File: src/rtl/stream_cipher_pkg.sv
// stream_cipher_pkg: shared types and defaults for the stream cipher feeder
package stream_cipher_pkg;
    typedef logic [7:0] byte_t;
    typedef enum logic [1:0] {IDLE, RUN, FLUSH} feeder_state_e;
    localparam int CIPHER_LAT_DEF = 2;
endpackage

File: src/rtl/feeder_fifo.sv
// feeder_fifo: synchronous byte FIFO with occupancy count, DEPTH a power of two
module feeder_fifo import stream_cipher_pkg::*; #(
    parameter int DEPTH = 8
) (
    input  logic                     clk,
    input  logic                     rst_n,
    input  logic                     push,
    input  logic                     pop,
    input  byte_t                    din,
    output byte_t                    dout,
    output logic                     full,
    output logic                     empty,
    output logic [$clog2(DEPTH):0]   count
);
    localparam int AW = $clog2(DEPTH);
    byte_t mem [DEPTH];
    logic [AW-1:0] wr_ptr, rd_ptr;
    logic wr, rd;
    assign full  = count == ($clog2(DEPTH)+1)'(DEPTH);
    assign empty = count == '0;
    assign wr    = push && !full;
    assign rd    = pop && !empty;
    assign dout  = mem[rd_ptr];
    always_ff @(posedge clk) begin
        if (wr) mem[wr_ptr] <= din;
    end
    always_ff @(posedge clk) begin
        if (!rst_n) begin
            wr_ptr <= '0;
            rd_ptr <= '0;
            count  <= '0;
        end else begin
            if (wr) wr_ptr <= wr_ptr + 1'b1;
            if (rd) rd_ptr <= rd_ptr + 1'b1;
            count <= count + ($clog2(DEPTH)+1)'(wr) - ($clog2(DEPTH)+1)'(rd);
        end
    end
endmodule

File: src/rtl/stream_cipher_feeder.sv
// stream_cipher_feeder: key latch, byte FIFO and issue/flush FSM; STREAM_CIPHER_FEEDER_LEN_EN adds msg_len counter
module stream_cipher_feeder import stream_cipher_pkg::*; #(
    parameter int DEPTH      = 8,
    parameter int CIPHER_LAT = CIPHER_LAT_DEF
) (
    input  logic        clk,
    input  logic        rst_n,
    input  logic        key_load,
    input  logic [7:0]  key_in,
    input  logic        host_valid,
    input  logic [7:0]  host_data,
    input  logic        host_last,
    output logic        host_ready,
    input  logic        sink_stall,
    output logic        din_valid,
    output logic [7:0]  txt_in_char,
    output logic [7:0]  simmetric_key,
    output logic        msg_done,
    output logic        key_err,
    output logic [15:0] msg_len
);
    localparam int CW = $clog2(DEPTH) + 1;
    localparam int FW = $clog2(CIPHER_LAT) + 1;
    feeder_state_e state;
    byte_t key_q, fifo_dout;
    logic last_seen, full, empty, push, pop;
    logic [CW-1:0] count;
    logic [FW-1:0] flush_cnt;
    assign host_ready    = state == RUN && !full && !last_seen;
    assign push          = host_valid && host_ready;
    assign pop           = state == RUN && !empty && !sink_stall;
    assign simmetric_key = key_q;
    feeder_fifo #(.DEPTH(DEPTH)) u_fifo (
        .clk(clk), .rst_n(rst_n), .push(push), .pop(pop), .din(host_data),
        .dout(fifo_dout), .full(full), .empty(empty), .count(count)
    );
    always_ff @(posedge clk) begin
        if (!rst_n) begin
            state       <= IDLE;
            key_q       <= '0;
            last_seen   <= 1'b0;
            din_valid   <= 1'b0;
            txt_in_char <= '0;
            msg_done    <= 1'b0;
            key_err     <= 1'b0;
            flush_cnt   <= '0;
        end else begin
            msg_done  <= 1'b0;
            din_valid <= pop;
            if (pop) txt_in_char <= fifo_dout;
            if (key_load && state != IDLE) key_err <= 1'b1;
            case (state)
                IDLE: if (key_load) begin
                    key_q     <= key_in;
                    last_seen <= 1'b0;
                    state     <= RUN;
                end
                RUN: begin
                    if (push && host_last) last_seen <= 1'b1;
                    // the final pop empties the FIFO; no push can race it once last_seen is set
                    if (pop && last_seen && count == CW'(1)) begin
                        state     <= FLUSH;
                        flush_cnt <= '0;
                    end
                end
                FLUSH: begin
                    flush_cnt <= flush_cnt + 1'b1;
                    if (flush_cnt == FW'(CIPHER_LAT - 1)) begin
                        msg_done <= 1'b1;
                        state    <= IDLE;
                    end
                end
                default: state <= IDLE;
            endcase
        end
    end
`ifdef STREAM_CIPHER_FEEDER_LEN_EN
    logic [15:0] len_q;
    always_ff @(posedge clk) begin
        if (!rst_n) len_q <= '0;
        else if (state == IDLE && key_load) len_q <= '0;
        else if (pop && len_q != 16'hFFFF) len_q <= len_q + 1'b1;
    end
    assign msg_len = len_q;
`else
    assign msg_len = '0;
`endif
endmodule
File: config.mk
export PLATFORM = sky130hd
export DESIGN_NAME = stream_cipher_feeder
export DESIGN_NICKNAME = d
export VERILOG_FILES = /design/src/rtl/stream_cipher_pkg.sv /design/src/rtl/feeder_fifo.sv /design/src/rtl/stream_cipher_feeder.sv
export SDC_FILE = /design/constraint.sdc
export NUM_CORES = 1
export LEC_CHECK = 0
export BUFFER_PORTS_ARGS = -buffer_cell sky130_fd_sc_hd__buf_2
export CAP_MARGIN = 0
export CORE_AREA = 2 2 98 124
export CTS_CLUSTER_DIAMETER = 150
export CTS_CLUSTER_SIZE = 12
export DETAILED_ROUTE_END_ITERATION = 10
export DIE_AREA = 0 0 100 126
export HOLD_SLACK_MARGIN = 0.12
export SLEW_MARGIN = 10
export SYNTH_ARGS = -nofsm -noshare
export SYNTH_HDL_FRONTEND = slang
export SYNTH_SLANG_ARGS = --single-unit
File: constraint.sdc
create_clock -name clk -period 3.5 [get_ports clk]
set_input_delay 0.35 -clock clk [delete_from_list [all_inputs] [get_ports clk]]
set_output_delay 0.35 -clock clk [all_outputs]
set_load 0.03 [all_outputs]
==> summary.txt, run 1 <==
Outcome
  – Status: complete, no violations

Clock network
  – Clk slew on worst S/H paths: 60 ps
  – Setup bufs post-CTS: 0
  – CTS Root Buffer Type: clkbuf_16
  – CTS buffer count: 9
  – CTS tree: built
  – Worst-Skew Late Latency: about 330 ps
  – Clk sinks: 98
  – H-Tree Depth: 3
  – Clock Path Buffers: 2
  – Post-cts resize count: 0
  – Post-CTS Hold Fix Bufs: 0

Pwr
  – VDD IR max: between 0.2 and 0.25 mV
  – Cell Pwr Density: approximately 580 nW/um^2
  – Psw: approximately 690 uW
  – Switching Share: approximately 25%
  – Comb pwr share: between 10% and 20%
  – Internal power: 2.01 mW
  – Power share of the sequential group: 49.2%
  – Cell leakage power: ~1.8 nW
  – Power share of the clock group: a little over a third

GRT
  – Overall routing resource usage: between 10% and 20%
  – Largest net degree at the start of global routing: 35
  – GRT met2 Usage: between 20% and 30%
  – GR peak layer: met2
  – Total gr overflow: 0
  – Number of global-route vias before repair: 2211
  – Global-route wire length before repair: about 12 mm
  – Initial antenna violation count: 0
  – Met1 global-route usage: 15.0%
  – Met3 usage: roughly 2.9%

Layout
  – Utilization after layout: about 40%
  – Sequential cell area: 2600 um^2
  – Number of fill cells: roughly 1100
  – Area of the multi-input gates: 1310 um^2
  – Fin nets: around 360
  – P&R area growth vs syn: 14.8%
  – Antenna diode count: 0
  – Layout cells sized above 1: between 20 and 25%

Drt
  – DRT Pass-1 Iters: 4
  – Drt drc: 0
  – Via/cell ratio: about 4.8
  – Iter 0 DRT Violations: 139
  – Routed WL: roughly 7.3 mm
  – Post-route ant nets: 0
  – DR WL/cell: between 15 and 20 um
  – Via count: between 2000 and 2500

Synthesis
  – Register bit count reported by yosys: a little under 100
  – Share of flip-flops with an asynchronous set or reset: 0%
  – Synthesized area: roughly 4100 um^2
  – Synth Flop Type: edfxtp_1
  – Mapped Cells: ~280
  – Register area share after synthesis: between 60 and 70%
  – YS warnings: 0
  – Average size of a mapped cell: between 10 and 15 um^2
  – Post-synthesis cell type count: 40
  – Number of enable flip-flop cells after synthesis: between 60 and 70

Placed design
  – I/O Buffers: 41
  – Post-DP HPWL: 4.93 mm
  – Final GP Congestion: between 0.7 and 0.8

STA
  – Worst slew margin: 33.9%
  – Min cycle time layout: 2470 ps
  – Slew Viols, Final: 0
  – RSZ-0062 raised after global routing: no
  – Final Cycle Share: between 70% and 80%
  – Layout Skew: around 7 ps
  – Slew @ Worst Pin: ~990 ps
  – Final Hold Fails: 0
  – Fmax achieved: 405 MHz
  – Total Neg Setup Slack: 0 ps
  – Final setup viols: 0

Worst setup path
  – Crit path launch type: flop
  – WS Path Type: reg -> reg
  – CP top delay family: adder cells
  – CP Cell Sequence: inv_1 > ha_1 > or3b_4 > and2_4 > ha_1 > inv_1 > ha_1 > fa_1 > xor2_1 > and2_1
  – Slowest CP cell: or3b_4
  – WP data required: about 3700 ps
  – Worst endpoint data arrival time: ~2700 ps
  – Crit path buffers/inverters: 2
  – Cell mode on critical path: ha_1
  – Max incr delay on CP: between 400 and 500 ps
  – CP Max Fanout: 11
  – Crit. End Element: flop

Min path
  – HP Class: in -> reg

Die
  – Initial Utilization: between 30% and 40%
  – Die width: about 100 um
  – Die Y: approximately 130 um
  – Row count: 44
  – # IOs: between 50 and 60
  – Core ar.: roughly 11000 um^2
  – DIE AREA: about 13000 um^2

Run
  – Max_cap viols: 0
metal layers:
metal	part of all wire, %	vias to the layer above
li1	-	1090
met1	44	1086
met2	51	59
met3	4.0	7
met4	1.4	0
met5	0	-
cell type report:
type | count | share of cell area [%]
multi-input combinational | 160 | 28.0
timing repair buffer | 48 | 5.53
tap | 138 | 3.71
clock buffer | 9 | 4.83
clock inverter | 6 | 1.40
sequential | 98 | 55.9
inverter | 8 | 0.644
power by group through the flow:
stage	Combinational, mW	Sequential [mW]	Clock [mW]
floorplan	0.298	1.37	0
global placement	0.394	1.35	0
detailed placement	0.406	1.35	0
CTS	0.407	1.33	0.994
global route	0.451	1.34	1.04
finish	0.403	1.33	0.969
worst paths after layout:
check	cells past startpoint	from	end	slack [ps]
worst max-delay path	10	u_fifo.count[2]	u_fifo.count[2]	1030
worst min-delay path	3	key_in[5]	simmetric_key[5]	260
worst max register to register	10	u_fifo.count[2]	u_fifo.count[2]	1030
worst min register to register	1	key_err	key_err	460
kinds of logic after synthesis:
group	Yosys count	share of synthesized area [%]
flip-flops	98	64.1
AND/OR/NAND/NOR	79	10.4
buffers and inverters	33	5.12
AO/OA/AOI/OAI	31	4.93
multiplexers	18	10.8
adder cells (fa/ha/maj)	10	3.27
XOR/XNOR	6	1.29
other	1	0.0924
synth_stat cells (2+ instances only):
| cell | instances | area, um^2 |
|---|---|---|
| xnor2_1 | 3 | 26.3 |
| dfxtp_1 | 34 | 681 |
| nand3_1 | 4 | 20.0 |
| clkbuf_1 | 5 | 18.8 |
| nor2_1 | 16 | 60.1 |
| nand2_1 | 23 | 86.3 |
| nor3_1 | 6 | 30.0 |
| inv_1 | 8 | 30.0 |
| nand2b_1 | 3 | 18.8 |
| xor2_1 | 3 | 26.3 |
| mux4_1 | 16 | 420 |
| edfxtp_1 | 64 | 1920 |
| buf_4 | 16 | 120 |
| buf_6 | 3 | 33.8 |
| and2_1 | 11 | 68.8 |
| mux2i_1 | 2 | 20.0 |
| ha_1 | 9 | 113 |
| a21boi_0 | 8 | 60.1 |
| nor2b_1 | 4 | 25.0 |
| o22ai_1 | 9 | 56.3 |
| o21a_1 | 3 | 22.5 |
| o21ai_0 | 8 | 40.0 |
per-stage QoR:
step	std cells	power [mW]	instance area (um^2)	hold WS, ps	setup slack, ps
after detailed placement	452	1.76	4370	447	1050
after CTS	467	2.73	4660	256	1040
final	467	2.70	4660	264	1030
after global placement	452	1.75	4370	447	1080
after global routing	467	2.83	4660	280	930
after floorplan	291	1.67	4120	449	1070
layout by cell type, fill, tap and decap left out, types with 2 or more instances in the layout:
cell type and n:
inv_6 3, and2_1 11, o22ai_1 9, xor2_1 3, buf_2 41, nor3_1 6
conb_1 16, clkbuf_16 9, inv_1 8, nor2b_1 4, edfxtp_1 64, a21boi_0 8
nor2_1 16, ha_1 9, xnor2_1 3, o21ai_0 8, o21a_1 3, nand2_1 23
nand2b_1 3, nand3_1 4, buf_4 7, mux4_1 16, dfxtp_1 34, mux2i_1 2
state kept, by name, indices dropped and copies added (netlist names), 2 cells and up:
name,cells
u_fifo.mem,64
simmetric_key,8
txt_in_char,8
u_fifo.count,4
u_fifo.rd_ptr,3
u_fifo.wr_ptr,3
flush_cnt,2
state,2
tightest hold or removal path, stage by stage:
cell and delay [ps]:
buf_2 90, nand2_1 40, a21boi_0 60
(Power assumes the default switching activity.)
==> inputs of run 2 (changes only) <==
==> constraint.sdc (replaced) <==
create_clock -name clk -period 2.6 [get_ports clk]
set_input_delay 0.26 -clock clk [delete_from_list [all_inputs] [get_ports clk]]
set_output_delay 0.26 -clock clk [all_outputs]
set_load 0.03 [all_outputs]
==> summary.txt, run 2 (synthesis results as in run 1) <==
Pwr
  – Total power: 3.57 mW (+32%)
  – Cell Pwr Density: 764 nW/um^2 (+32%)
  – Cell leakage power: 1.77 nW (+0.41%)
  – Internal power: 2.62 mW (+30%)
  – Power share of the clock group: 34.7% (-1.2 points)
  – Switching Share: 26.4% (+0.98 points)
  – Power share of the sequential group: 49.6% (+0.4 points)
  – Comb pwr share: 15.7% (+0.8 points)
  – VDD IR max: 0.293 mV (+31%)
  – Psw: 943 uW (+37%)

STA
  – Final Cycle Share: 94.7% (+24 points)
  – Min cycle time layout: 2460 ps (-3.16 ps)
  – RSZ-0062 raised after global routing: no
  – Final setup viols: 0 (unchanged)
  – Fmax achieved: 406 MHz (+0.13%)
  – Total Neg Setup Slack: 0 ps (unchanged)
  – Final Hold Fails: 0 (unchanged)
  – Layout Skew: 5.66 ps (-1.21 ps)
  – Slew Viols, Final: 0 (unchanged)
  – Worst slew margin: 46.5% (+13 points)
  – Slew @ Worst Pin: 802 ps (-189 ps)

Layout
  – Most frequent cells in the layout: 64 x edfxtp_1, 41 x buf_2, 34 x dfxtp_1
  – Finished Layout Cells: 471 (+0.86%)
  – Max reg flops: 64 (unchanged)
  – Reg with most FFs: u_fifo.mem
  – Fin nets: 360 (+0.84%)
  – Antenna diode count: 0 (unchanged)
  – P&R area growth vs syn: 15.0%
  – Commonest non-fill, non-tap cell in the layout: edfxtp_1
  – Layout cells sized above 1: 21.0% (+0.96 points)

Min path
  – Worst hold stages: 3 (unchanged)
  – HP Class: in -> reg
  – Hold endpoint: simmetric_key[6]
  – Min-Delay Startpoint: key_in[6]

Worst setup path
  – Crit. End Element: flop
  – WS Path Type: reg -> reg
  – Reg-to-reg startpoint: u_fifo.count[2]
  – Crit. Startpoint: u_fifo.count[2]
  – Worst Reg-to-Reg Cells: 10 (unchanged)
  – FF-to-FF End: u_fifo.count[2]
  – Worst endpoint data arrival time: 2700 ps (about the same)
  – WP data required: 2840 ps (-890 ps)
  – Crit path launch type: flop
  – R2R setup slack: 140 ps (-900 ps)
  – CP Max Fanout: 11 (unchanged)

Outcome
  – Status: complete, no violations

Die
  – Initial Utilization: 35.5% (unchanged)
  – Core ar.: 11500 um^2 (unchanged)
  – Row count: 44 (unchanged)
  – DIE AREA: 12600 um^2 (unchanged)
  – Die width: 100 um (unchanged)
  – # IOs: 58 (unchanged)
  – Die Y: 126 um (unchanged)

Drt
  – Iter 0 DRT Violations: 110 (-21%)
  – Via/cell ratio: 4.89 (+1.8%)
  – Via count: 2303 (+2.7%)
  – Routed WL: 7.29 mm (-0.46%)
  – DR WL/cell: 15.5 um (-1.3%)
  – Post-route ant nets: 0 (unchanged)
  – Drt drc: 0 (unchanged)
  – DRT Pass-1 Iters: 4 (unchanged)

Clock network
  – H-Tree Depth: 3 (unchanged)
  – Clock Path Buffers: 2 (unchanged)
  – CTS buffer count: 9 (unchanged)
  – Post-CTS Hold Fix Bufs: 0 (unchanged)
  – CTS Root Buffer Type: clkbuf_16
  – CTS tree: built
  – Post-cts resize count: 0 (unchanged)
  – Clk sinks: 98 (unchanged)
  – Worst-Skew Late Latency: 340 ps (about the same)
  – Setup bufs post-CTS: 0 (unchanged)
  – Clk slew on worst S/H paths: 70 ps (about the same)

GRT
  – Number of global-route vias before repair: 2200 (-0.50%)
  – Largest net degree at the start of global routing: 35 (unchanged)
  – Overall routing resource usage: 12.3% (-0.029 points)
  – Initial antenna violation count: 0 (unchanged)
  – Total gr overflow: 0 (unchanged)
  – Global-route wire length before repair: 11.4 mm (-2.0%)

Run
  – Max_cap viols: 0 (unchanged)

Placed design
  – I/O Buffers: 41 (unchanged)
  – Placed Cells: 455 (+0.66%)
  – Post-DP HPWL: 4.85 mm (-1.7%)
  – Final GP Congestion: 0.692 (-4.8%)
-- run 2: changes by cell type in the layout (fill, tap and decap cells not counted) --
cell,previous run,this run
inv_6,3,1
clkinvlp_4,0,1
buf_4,7,10
bufinv_16,1,0
clkinv_1,1,0
inv_8,0,1
clkbuf_1,0,1
clkinv_4,0,2
-- run 2: area by class of cell --
cell class / count / area [um^2]
Fill cell: 1046 / 6780
Sequential cell: 98 / 2600
Multi-Input combinational cell: 160 / 1310
Timing Repair Buffer: 51 / 280
Clock buffer: 10 / 229
Tap cell: 138 / 173
Clock inverter: 6 / 50.0
Inverter: 8 / 30.0
-- run 2: worst max path at each step --
stage / to / depth (start not counted)
2_1_floorplan: u_fifo.count[2] / 11
3_3_place_gp: u_fifo.count[2] / 10
3_5_place_dp: u_fifo.count[2] / 10
4_1_cts: u_fifo.count[2] / 10
5_1_grt: u_fifo.count[2] / 10
6_report: u_fifo.count[2] / 10
-- run 2: power groups by stage --
stage | registers [mW] | clock network (mW) | logic [mW]
global route | 1.77 | 1.34 | 0.624
floorplan | 1.85 | 0 | 0.402
finish | 1.77 | 1.24 | 0.560
global placement | 1.80 | 0 | 0.554
detailed placement | 1.80 | 0 | 0.566
CTS | 1.77 | 1.27 | 0.570
-- run 2: layer usage --
metal | wire (um) | track usage, % | vias up | share of wire [%]
met5 | 0 | 0 | - | 0
met4 | 89 | 5.24 | 0 | 1.2
met3 | 360 | 3.72 | 6 | 4.9
met2 | 3680 | 20.6 | 73 | 50
met1 | 3160 | 14.5 | 1130 | 43
li1 | - | - | 1094 | -
-- run 2: per-stage QoR --
step                util (%)  hold WS (ps)  setup WS (ps)  area, um^2
floorplan                  -           359            167        4120
global placement        38.4           448            184        4390
detailed placement      38.4           448            129        4390
CTS                     40.8           155            121        4670
global route            40.8           159           42.8        4670
finish                  40.8           165            137        4670
-- run 2: worst max-delay path: stages, from the launching register on --
cell and delay (ps):
dfxtp_1 300, inv_1 90, ha_1 170, or3b_4 410, and2_4 210, ha_1 270
inv_1 40, ha_1 190, fa_1 380, xor2_1 150, and2_1 150
